**src/rtl/ulpi_phy_cmd_pkg.sv**
```systemverilog
// ulpi_phy_cmd_pkg: shared ULPI constants (TX CMD bytes, register addresses,
// function-control values) and the sequencer state encodings.
// No ports; imported by the sequencer, its interface users and the bench.
package ulpi_phy_cmd_pkg;

    localparam logic [7:0] TXCMD_NOPID = 8'h40;
    localparam logic [7:0] TXCMD_REGW  = 8'h80;
    localparam logic [7:0] TXCMD_REGR  = 8'hC0;

    localparam logic [5:0] REG_FUNC_CTRL = 6'h04;
    localparam logic [5:0] REG_OTG_CTRL  = 6'h0A;

    localparam logic [7:0] FCTRL_FS    = 8'h45;
    localparam logic [7:0] FCTRL_CHIRP = 8'h54;
    localparam logic [7:0] FCTRL_HS    = 8'h40;

    // State encodings, exposed so debug probes can decode the FSM.
    localparam logic [2:0] ST_IDLE     = 3'd0;
    localparam logic [2:0] ST_REG_CMD  = 3'd1;
    localparam logic [2:0] ST_REG_DATA = 3'd2;
    localparam logic [2:0] ST_REG_STP  = 3'd3;
    localparam logic [2:0] ST_NOP_CMD  = 3'd4;
    localparam logic [2:0] ST_NOP_HOLD = 3'd5;
    localparam logic [2:0] ST_NOP_STP  = 3'd6;
    localparam logic [2:0] ST_TURN     = 3'd7;

    function automatic logic [7:0] regw_cmd(input logic [5:0] addr);
        return TXCMD_REGW | {2'b00, addr};
    endfunction

endpackage

```
**src/rtl/ulpi_phy_cmd_if.sv**
```systemverilog
// ulpi_phy_cmd_if: request/response handshake between the line-state FSM
// (master) and the ULPI PHY command sequencer (slave).
//   write, nopid : level requests (register write / NOPID chirp)
//   stop         : one-cycle pulse ending a NOPID transmit
//   addr, data   : TX CMD byte and register value for a write
//   busy, done, error : sequencer progress reported back to the requester
interface ulpi_phy_cmd_if;

    logic       write;
    logic       nopid;
    logic       stop;
    logic [7:0] addr;
    logic [7:0] data;
    logic       busy;
    logic       done;
    logic       error;

    modport master (
        output write, nopid, stop, addr, data,
        input  busy, done, error
    );

    modport slave (
        input  write, nopid, stop, addr, data,
        output busy, done, error
    );

endinterface

```
**src/rtl/ulpi_phy_cmd.sv**
```systemverilog
// ulpi_phy_cmd: link-side ULPI transmit sequencer for PHY control traffic.
// Turns register-write and NOPID/stop requests into TX CMD, data and stp
// cycles on the ULPI bus, with dir-abort and nxt-timeout handling.
//   clock, reset     : ULPI clock, synchronous active-high reset
//   ulpi_dir/nxt     : raw PHY pins, sampled at clock edges
//   ulpi_stp_o       : registered stp to pad
//   ulpi_data_o/_oe_o: registered link-driven data and its drive enable
//   phy              : request/response handshake (slave side)
module ulpi_phy_cmd
    import ulpi_phy_cmd_pkg::*;
#(
    parameter int TIMEOUT = 15,
    parameter int TCW     = 4
) (
    input  logic         clock,
    input  logic         reset,
    input  logic         ulpi_dir,
    input  logic         ulpi_nxt,
    output logic         ulpi_stp_o,
    output logic [7:0]   ulpi_data_o,
    output logic         ulpi_data_oe_o,
    ulpi_phy_cmd_if.slave phy
);

    logic [2:0]     state;
    logic           dir_q;
    logic [TCW-1:0] cnt;
    logic           stop_pending;
    logic [7:0]     wr_data;

    logic in_abortable;
    logic in_wait;

    // States in which the PHY can seize the bus and abort the sequence.
    assign in_abortable = state == ST_REG_CMD || state == ST_REG_DATA ||
                          state == ST_NOP_CMD || state == ST_NOP_HOLD;
    // States that wait for nxt and are therefore guarded by the timeout.
    assign in_wait      = state == ST_REG_CMD || state == ST_REG_DATA ||
                          state == ST_NOP_CMD;

    always_ff @(posedge clock) begin
        if (reset) begin
            state          <= ST_IDLE;
            dir_q          <= 1'b0;
            cnt            <= '0;
            stop_pending   <= 1'b0;
            wr_data        <= 8'h00;
            ulpi_stp_o     <= 1'b0;
            ulpi_data_o    <= 8'h00;
            ulpi_data_oe_o <= 1'b0;
            phy.busy       <= 1'b0;
            phy.done       <= 1'b0;
            phy.error      <= 1'b0;
        end else begin
            dir_q     <= ulpi_dir;
            phy.done  <= 1'b0;
            phy.error <= 1'b0;
            if (in_abortable && ulpi_dir) begin
                // PHY owns the bus: release the pads and wait out turnaround.
                state          <= ST_TURN;
                stop_pending   <= 1'b0;
                ulpi_stp_o     <= 1'b0;
                ulpi_data_o    <= 8'h00;
                ulpi_data_oe_o <= 1'b0;
            end else if (in_wait) begin
                if (state == ST_NOP_CMD && phy.stop)
                    stop_pending <= 1'b1;
                if (ulpi_nxt) begin
                    cnt <= '0;
                    if (state == ST_REG_CMD) begin
                        state       <= ST_REG_DATA;
                        ulpi_data_o <= wr_data;
                    end else if (state == ST_REG_DATA) begin
                        state       <= ST_REG_STP;
                        ulpi_stp_o  <= 1'b1;
                        ulpi_data_o <= 8'h00;
                        phy.done    <= 1'b1;
                    end else begin
                        state       <= ST_NOP_HOLD;
                        ulpi_data_o <= 8'h00;
                        phy.done    <= 1'b1;
                    end
                end else begin
                    cnt <= cnt + 1'b1;
                    // Abort on the edge where the count would reach TIMEOUT.
                    if (cnt == TCW'(TIMEOUT - 1)) begin
                        state        <= (state == ST_NOP_CMD) ? ST_NOP_STP : ST_REG_STP;
                        stop_pending <= 1'b0;
                        ulpi_stp_o   <= 1'b1;
                        ulpi_data_o  <= 8'h00;
                        phy.error    <= 1'b1;
                    end
                end
            end else begin
                case (state)
                    ST_IDLE: begin
                        if (!ulpi_dir && !dir_q && (phy.write || phy.nopid)) begin
                            cnt            <= '0;
                            stop_pending   <= 1'b0;
                            ulpi_data_oe_o <= 1'b1;
                            phy.busy       <= 1'b1;
                            wr_data        <= phy.data;
                            state          <= phy.write ? ST_REG_CMD : ST_NOP_CMD;
                            ulpi_data_o    <= phy.write ? phy.addr : TXCMD_NOPID;
                        end
                    end
                    ST_NOP_HOLD: begin
                        if (phy.stop || stop_pending) begin
                            state        <= ST_NOP_STP;
                            stop_pending <= 1'b0;
                            ulpi_stp_o   <= 1'b1;
                            ulpi_data_o  <= 8'h00;
                        end
                    end
                    ST_REG_STP, ST_NOP_STP: begin
                        state          <= ST_IDLE;
                        ulpi_stp_o     <= 1'b0;
                        ulpi_data_o    <= 8'h00;
                        ulpi_data_oe_o <= 1'b0;
                        phy.busy       <= 1'b0;
                    end
                    ST_TURN: begin
                        if (!ulpi_dir && !dir_q) begin
                            state    <= ST_IDLE;
                            phy.busy <= 1'b0;
                        end
                    end
                    default: state <= ST_IDLE;
                endcase
            end
        end
    end

endmodule
```
**src/flat_wrapper.sv**
```systemverilog
// flat-port wrapper written by rule: the top's interface ports become plain ports
module ulpi_phy_cmd_flat import ulpi_phy_cmd_pkg::*;
#(
    parameter int TIMEOUT = 15,
    parameter int TCW     = 4
)
  (clock, reset, ulpi_dir, ulpi_nxt, ulpi_stp_o, ulpi_data_o, ulpi_data_oe_o, phy_write, phy_nopid, phy_stop, phy_addr, phy_data, phy_busy, phy_done, phy_error);
  ulpi_phy_cmd_if phy_i ();
  input  logic clock;
  input  logic reset;
  input  logic ulpi_dir;
  input  logic ulpi_nxt;
  output logic ulpi_stp_o;
  output logic [7:0] ulpi_data_o;
  output logic ulpi_data_oe_o;
  input wire logic [$bits(phy_i.write)-1:0] phy_write;
  input wire logic [$bits(phy_i.nopid)-1:0] phy_nopid;
  input wire logic [$bits(phy_i.stop)-1:0] phy_stop;
  input wire logic [$bits(phy_i.addr)-1:0] phy_addr;
  input wire logic [$bits(phy_i.data)-1:0] phy_data;
  output wire logic [$bits(phy_i.busy)-1:0] phy_busy;
  output wire logic [$bits(phy_i.done)-1:0] phy_done;
  output wire logic [$bits(phy_i.error)-1:0] phy_error;
  assign phy_i.write = phy_write;
  assign phy_i.nopid = phy_nopid;
  assign phy_i.stop = phy_stop;
  assign phy_i.addr = phy_addr;
  assign phy_i.data = phy_data;
  assign phy_busy = phy_i.busy;
  assign phy_done = phy_i.done;
  assign phy_error = phy_i.error;
  ulpi_phy_cmd #(.TIMEOUT(TIMEOUT), .TCW(TCW)) u_core (.clock(clock), .reset(reset), .ulpi_dir(ulpi_dir), .ulpi_nxt(ulpi_nxt), .ulpi_stp_o(ulpi_stp_o), .ulpi_data_o(ulpi_data_o), .ulpi_data_oe_o(ulpi_data_oe_o), .phy(phy_i));
endmodule
```
**config.mk**
```make
export PLATFORM = sky130hd
export DESIGN_NAME = ulpi_phy_cmd_flat
export DESIGN_NICKNAME = d
export VERILOG_FILES = /design/src/rtl/ulpi_phy_cmd_pkg.sv /design/src/rtl/ulpi_phy_cmd_if.sv /design/src/rtl/ulpi_phy_cmd.sv /design/src/flat_wrapper.sv
export SDC_FILE = /design/constraint.sdc
export NUM_CORES = 1
export LEC_CHECK = 0
export CORE_MARGIN = 4
export CORE_UTILIZATION = 29
export CTS_CLUSTER_DIAMETER = 150
export CTS_CLUSTER_SIZE = 12
export DETAILED_ROUTE_END_ITERATION = 10
export GPL_ROUTABILITY_DRIVEN = 0
export HOLD_SLACK_MARGIN = 0.15
export PLACE_DENSITY = 0.49
export SYNTH_ARGS = -nofsm -noshare
export SYNTH_HDL_FRONTEND = slang
export SYNTH_SLANG_ARGS = --single-unit
```
**constraint.sdc**
```tcl
create_clock -name clock -period 2.7 [get_ports clock]
set_input_delay 0.54 -clock clock [delete_from_list [all_inputs] [get_ports clock]]
set_output_delay 0.54 -clock clock [all_outputs]
set_load 0.01 [all_outputs]
```
Yosys cells after proc, flatten, opt, wreduce, memory -nomap -nowiden
Index checks and enable logic that the tools add are counted.
{"block": "classes", "add_sub_neg": 1, "eq_ne": 19, "n_mux": 44, "n_bitwise": 3, "reduce_logical": 31}
{"operator": "2-to-1 mux 8 bit", "n": 7}
{"operator": "2-to-1 mux 3 bit", "n": 11}
{"operator": "case mux 8 bit (3 select lines)", "n": 1}
{"operator": "2-to-1 mux 1 bit", "n": 16}
{"operator": "2-to-1 mux 4 bit", "n": 4}
{"operator": "== test 3 bit (second input constant)", "n": 4}
{"operator": "AND reduction 4 bit", "n": 3}
{"operator": "AND reduction 5 bit", "n": 2}
{"operator": "inequality test 3 bit (second input constant)", "n": 3}
{"operator": "case mux 3 bit (3 select lines)", "n": 1}
{"operator": "AND reduction 3 bit", "n": 3}
{"operator": "nonzero test 3 bit", "n": 3}
{"operator": "inequality test 4 x 1 -> 1 bit (second input constant)", "n": 2}
{"operator": "OR reduction 4 bit", "n": 2}
{"operator": "== test 3 x 2 -> 1 bit (second input constant)", "n": 2}
{"operator": "case mux 1 bit (2 select lines)", "n": 3}
{"operator": "nonzero test 2 bit", "n": 3}
{"operator": "logical OR 1 bit", "n": 5}
{"operator": "adder 4 x 1 -> 4 bit (second input constant)", "n": 1}
{"operator": "== test 4 bit (second input constant)", "n": 1}
{"operator": "logical AND 1 bit", "n": 4}
{"operator": "inequality test 2 x 1 -> 1 bit (second input constant)", "n": 2}
{"operator": "inequality test 4 x 3 -> 1 bit (second input constant)", "n": 1}
{"operator": "inequality test 4 bit (second input constant)", "n": 1}
{"operator": "9 further kinds", "n": 13}
{"block": "totals", "reg_bits": 30, "in_bits": 23, "out_inout_bits": 13, "elab_cells": 109}

Longest topological paths before layout
{"block": "logic_depth", "ltp_word": 7, "ltp_mapped": 9}

Least setup slack after synthesis
OpenSTA, ideal clock, no wires.
{"block": "synth_timing", "kind": "register to register", "start": "reg u_core.cnt[0]", "end": "reg u_core.ulpi_data_o[6]", "arrival_ps": 1691, "t_required_ps": 2621, "path_slack_ps": 930, "stages_incl_launch_ff": 10, "path_buffers": 2, "path_cell_list": "dfxtp_1 inv_1 ha_1 a31oi_4 nand2_1 a211o_1 buf_6 and2_4 buf_6 a211oi_2"}
{"block": "synth_via", "elab_chain_len": 3}
{"element": "from (decl)", "line_no": "ulpi_phy_cmd.sv:27", "rtl": "logic [TCW-1:0] cnt;"}
{"element": "from (signal assigned)", "line_no": "ulpi_phy_cmd.sv:84", "rtl": "cnt <= cnt + 1'b1;"}
{"element": "== test 4 bit", "line_no": "ulpi_phy_cmd.sv:86", "rtl": "if (cnt == TCW'(TIMEOUT - 1)) begin"}
{"element": "inequality test 3 bit (no source line)"}
{"element": "AND reduction 4 bit (no source line)"}
{"element": "to (signal assigned)", "line_no": "ulpi_phy_cmd.sv:72", "rtl": "ulpi_data_o <= wr_data;"}
{"element": "to (signal assigned)", "line_no": "ulpi_phy_cmd.sv:104", "rtl": "ulpi_data_o <= phy.write ? phy.addr : TXCMD_NOPID;"}
{"element": "to (decl)", "line_no": "ulpi_phy_cmd.sv:20", "rtl": "output logic [7:0] ulpi_data_o,"}
No other way between the ends.
A chain may end at the register's enable or synchronous reset.

Final worst setup path
{"block": "layout_timing", "start": "in ulpi_nxt", "end": "reg u_core.ulpi_data_o[3]"}
{"block": "layout_via", "elab_chain_len": 2}
{"element": "from (decl)", "line_no": "flat_wrapper.sv:12", "rtl": "input logic ulpi_nxt;"}
{"element": "inequality test 3 bit (no source line) / 2-to-1 mux 8 bit (equally long branches)"}
{"element": "AND reduction 4 bit (no source line) / 2-to-1 mux 8 bit (equally long branches)"}
Several ways; a longest one is shown, not always the timed one.

==> key figures <==
Run status
  • Status: finished, final reports clean

Finish
  • Final core utilization: 38.64%
  • Final instance area: 0.002141 mm²
  • Share of cells above drive strength 1: 13.78%
  • Layout area overhead: 28.26%
  • Nets: 249
  • N_diodes: 0

Power and ir drop
  • Reg power frac: 31.4%
  • Worst vdd ir: 0.3589 mV
  • Comb pwr share: 51.9%
  • LEAKAGE: 0.7512 nW
  • Int Power: 0.001274 W
  • Clock power frac: 16.8%
  • Pwr/cell area: 1027 mW/mm²
  • P_sw: 0.0009237 W
  • Net Sw Frac: 42.02%

Setup path
  • Slowest CP cell: clkdlybuf4s50_1
  • Arrival time worst endpoint: 2.22 ns
  • Crit-path max FO: 9
  • Worst setup EP type: flop
  • Crit path kind: input port to flop
  • Kind of launch point of the worst setup path: input port
  • Worst path max stage delay: 0.65 ns
  • Family with the most delay on the worst path: buffers and inverters
  • Data required, critical path: 2.84 ns
  • CP Buf/Inv Count: 2
  • Cell chain of the critical path: clkdlybuf4s50_1 -> inv_1 -> a41oi_1 -> o311a_1 -> and2_4 -> a211oi_2

Routing
  • Initial DRC Count: 100
  • Pre-antenna DRT Iters: 4
  • DRC Markers: 0
  • WL/cell: 14.37 µm
  • Remaining antenna violation count: 0
  • Via count: 1,482
  • Routed WL: 4268 µm
  • Vias per cell: 4.990

Clock network
  • Max clock buf depth: 2
  • # resized after CTS: 0
  • Depth of the CTS H-tree: 2
  • Setup bufs post-CTS: 0
  • Hold buffers post-CTS: 0
  • CTS tree: done
  • Clock root cell: clkbuf_8
  • Clock transition at the registers of the reported paths: 0.06 ns
  • CTS Buf Count: 5
  • CTS Sinks: 30
  • Worst skew pair latency: 0.27 ns

Synthesis
  • Synth Flop Type: dfxtp_1
  • Post-synth ARST share: 0%
  • Yosys Warn Count: 0
  • Sequential element share of the synthesized area: 35.98%
  • Top cells by area, synth: dfxtp_1, a211oi_2, a21oi_1, mux2i_1, nor2_1
  • Post-Syn Area: 0.001669 mm²
  • Mean post-synth cell area: 8.693 µm²
  • Flops & latches, synth: 30
  • Syn Nets: 217
  • Top cell type's share of synthesized area: 35.98%
  • Library cells used by synthesis: 51
  • EDFF count, synth: 0
  • Top cell type by total area after synthesis: dfxtp_1
  • Cells after Synth: 192

Floorplanning
  • IO Count: 36
  • Die height: 83.87 µm
  • Rows: 27
  • Starting density of the core: 30.13%
  • Area of the core: 0.005540 mm²
  • Die ar.: 0.007033 mm²
  • Die extent in x: 83.87 µm

GRT
  • Total track usage: 12.56%
  • Global route overflow: 0
  • Initial antenna violation count: 0
  • First-pass GRT wire length: 7217 µm
  • Vias in the first global route: 1,398
  • Largest net degree at the start of global routing: 17
  • Met3 Use GR: 3.159%
  • GRT Max-Usage Layer: met1
  • Met2 Track Usage GR: 18.08%
  • M1 GR Usage: 18.55%

STA
  • Hold Violations, Final: 0
  • Min cycle time layout: 2.073 ns
  • Final TNS setup: 0 ns
  • Max Clock Skew: 0.004915 ns
  • Final setup violation count: 0
  • Pins Over Slew Limit: 0
  • Final period utilization: 76.78%
  • Tightest Pin Transition: 0.5668 ns
  • RSZ-0062 raised after global routing: no
  • Max Fclk: 482.4 MHz
  • PnR worst setup slack: 0.6268 ns
  • Rel. slew slack: 62.16%

Placement
  • DP Wirelength: 3226 µm
  • PortBufs: 35
  • Placement Setup Slack: 0.3506 ns
  • Placed inst area: 0.002049 mm²

Hold path
  • HP Class: flop to flop

Run
  • Max-cap check violation count: 0
-- routing by layer --
metal / vias to the layer above / part of all wire, %
met5: - / 0
met2: 34 / 44
met4: 0 / 0.45
li1: 770 / -
met3: 2 / 4.1
met1: 676 / 52
-- power by group through the flow --
| stage | clock network [W] | registers, W | logic, W |
|---|---|---|---|
| floorplan | 0 | 0.000668 | 0.000904 |
| global placement | 0 | 0.000702 | 0.00116 |
| detailed placement | 0 | 0.000695 | 0.00113 |
| CTS | 0.000383 | 0.000687 | 0.00114 |
| global route | 0.000406 | 0.000713 | 0.00126 |
| finish | 0.000369 | 0.000689 | 0.00114 |
-- cells in the final DEF (no fill, tap or decap), types with 3 or more instances in the layout --
| master | n |
|---|---|
| buf_4 | 5 |
| nor2_1 | 18 |
| o31ai_1 | 3 |
| nand2_1 | 9 |
| a31oi_1 | 5 |
| o21ai_0 | 10 |
| mux2i_1 | 8 |
| a211oi_2 | 8 |
| nor2b_1 | 5 |
| a21oi_1 | 16 |
| clkdlybuf4s50_1 | 35 |
| inv_1 | 5 |
| nor3_1 | 3 |
| clkbuf_8 | 6 |
| and3_1 | 3 |
| a22oi_1 | 7 |
| dfxtp_1 | 30 |
| nand3_1 | 3 |
| o21ai_1 | 7 |
-- metrics by stage --
step,power (W),std cells,hold slack (ns)
6_report,0.002198,297,0.4983
5_1_grt,0.002380,297,0.5327
4_1_cts,0.002209,297,0.4924
3_5_place_dp,0.001829,289,0.4743
3_3_place_gp,0.001859,289,0.4759
2_1_floorplan,0.001572,192,0.4607
-- sequential cells by signal, indices dropped and copies added (netlist names) --
| signal | flops |
|---|---|
| u_core.phy.done | 1 |
| u_core.ulpi_stp_o | 1 |
| u_core.ulpi_data_oe_o | 1 |
| u_core.wr_data | 8 |
| u_core.stop_pending | 1 |
| u_core.phy.error | 1 |
| u_core.ulpi_data_o | 8 |
| u_core.phy.busy | 1 |
| u_core.state | 3 |
| u_core.dir_q | 1 |
| u_core.cnt | 4 |
-- Yosys cell counts, types with 3 or more instances --
master,n
dfxtp_1,30
nor2_1,18
a21oi_1,16
o21ai_0,10
nand2_1,9
a211oi_2,8
mux2i_1,8
a22oi_1,7
o21ai_1,7
a31oi_1,5
buf_2,5
inv_1,5
nor2b_1,5
and3_1,3
buf_4,3
buf_6,3
nand3_1,3
nor3_1,3
o31ai_1,3
-- cell type report --
class,instances,area [µm²]
sequential,30,600.6
clock buffer,7,86.33
tap,72,90.09
inverter,7,26.28
timing repair buffer,40,387.9
clock inverter,1,5.005
multi-input combinational,140,944.7
fill,578,3400
-- logic make-up (layout without fill, tap and decap cells) --
group / count (synthesis) / after routing / synth area share [%]
flops: 30 / 30 / 35.98
buf+inv: 22 / 55 / 7.421
simple gates: 55 / 55 / 17.02
xor+xnor: 2 / 2 / 1.050
fa+ha+maj: 2 / 2 / 1.499
compound gates: 73 / 73 / 32.23
mux: 8 / 8 / 4.798
-- worst paths after layout --
check	from	endpoint	slack [ns]	cells after the start
hold reg to reg	u_core.ulpi_data_oe_o$_SDFFE_PP0P_	u_core.ulpi_data_oe_o$_SDFFE_PP0P_	0.50	2
setup reg to reg	u_core.state[0]$_SDFFE_PP0P_	u_core.ulpi_data_o[5]$_SDFFE_PP0P_	0.76	5
setup / recovery	ulpi_nxt	u_core.ulpi_data_o[3]$_SDFFE_PP0P_	0.63	6
hold / removal	u_core.ulpi_data_oe_o$_SDFFE_PP0P_	u_core.ulpi_data_oe_o$_SDFFE_PP0P_	0.50	2
-- worst min-delay path, delay by kind of cell (launching register included) --
family          cells  cell delay [ns]
flops               1             0.32
simple gates        1             0.06
compound gates      1             0.06
(Power assumes the default switching activity.)
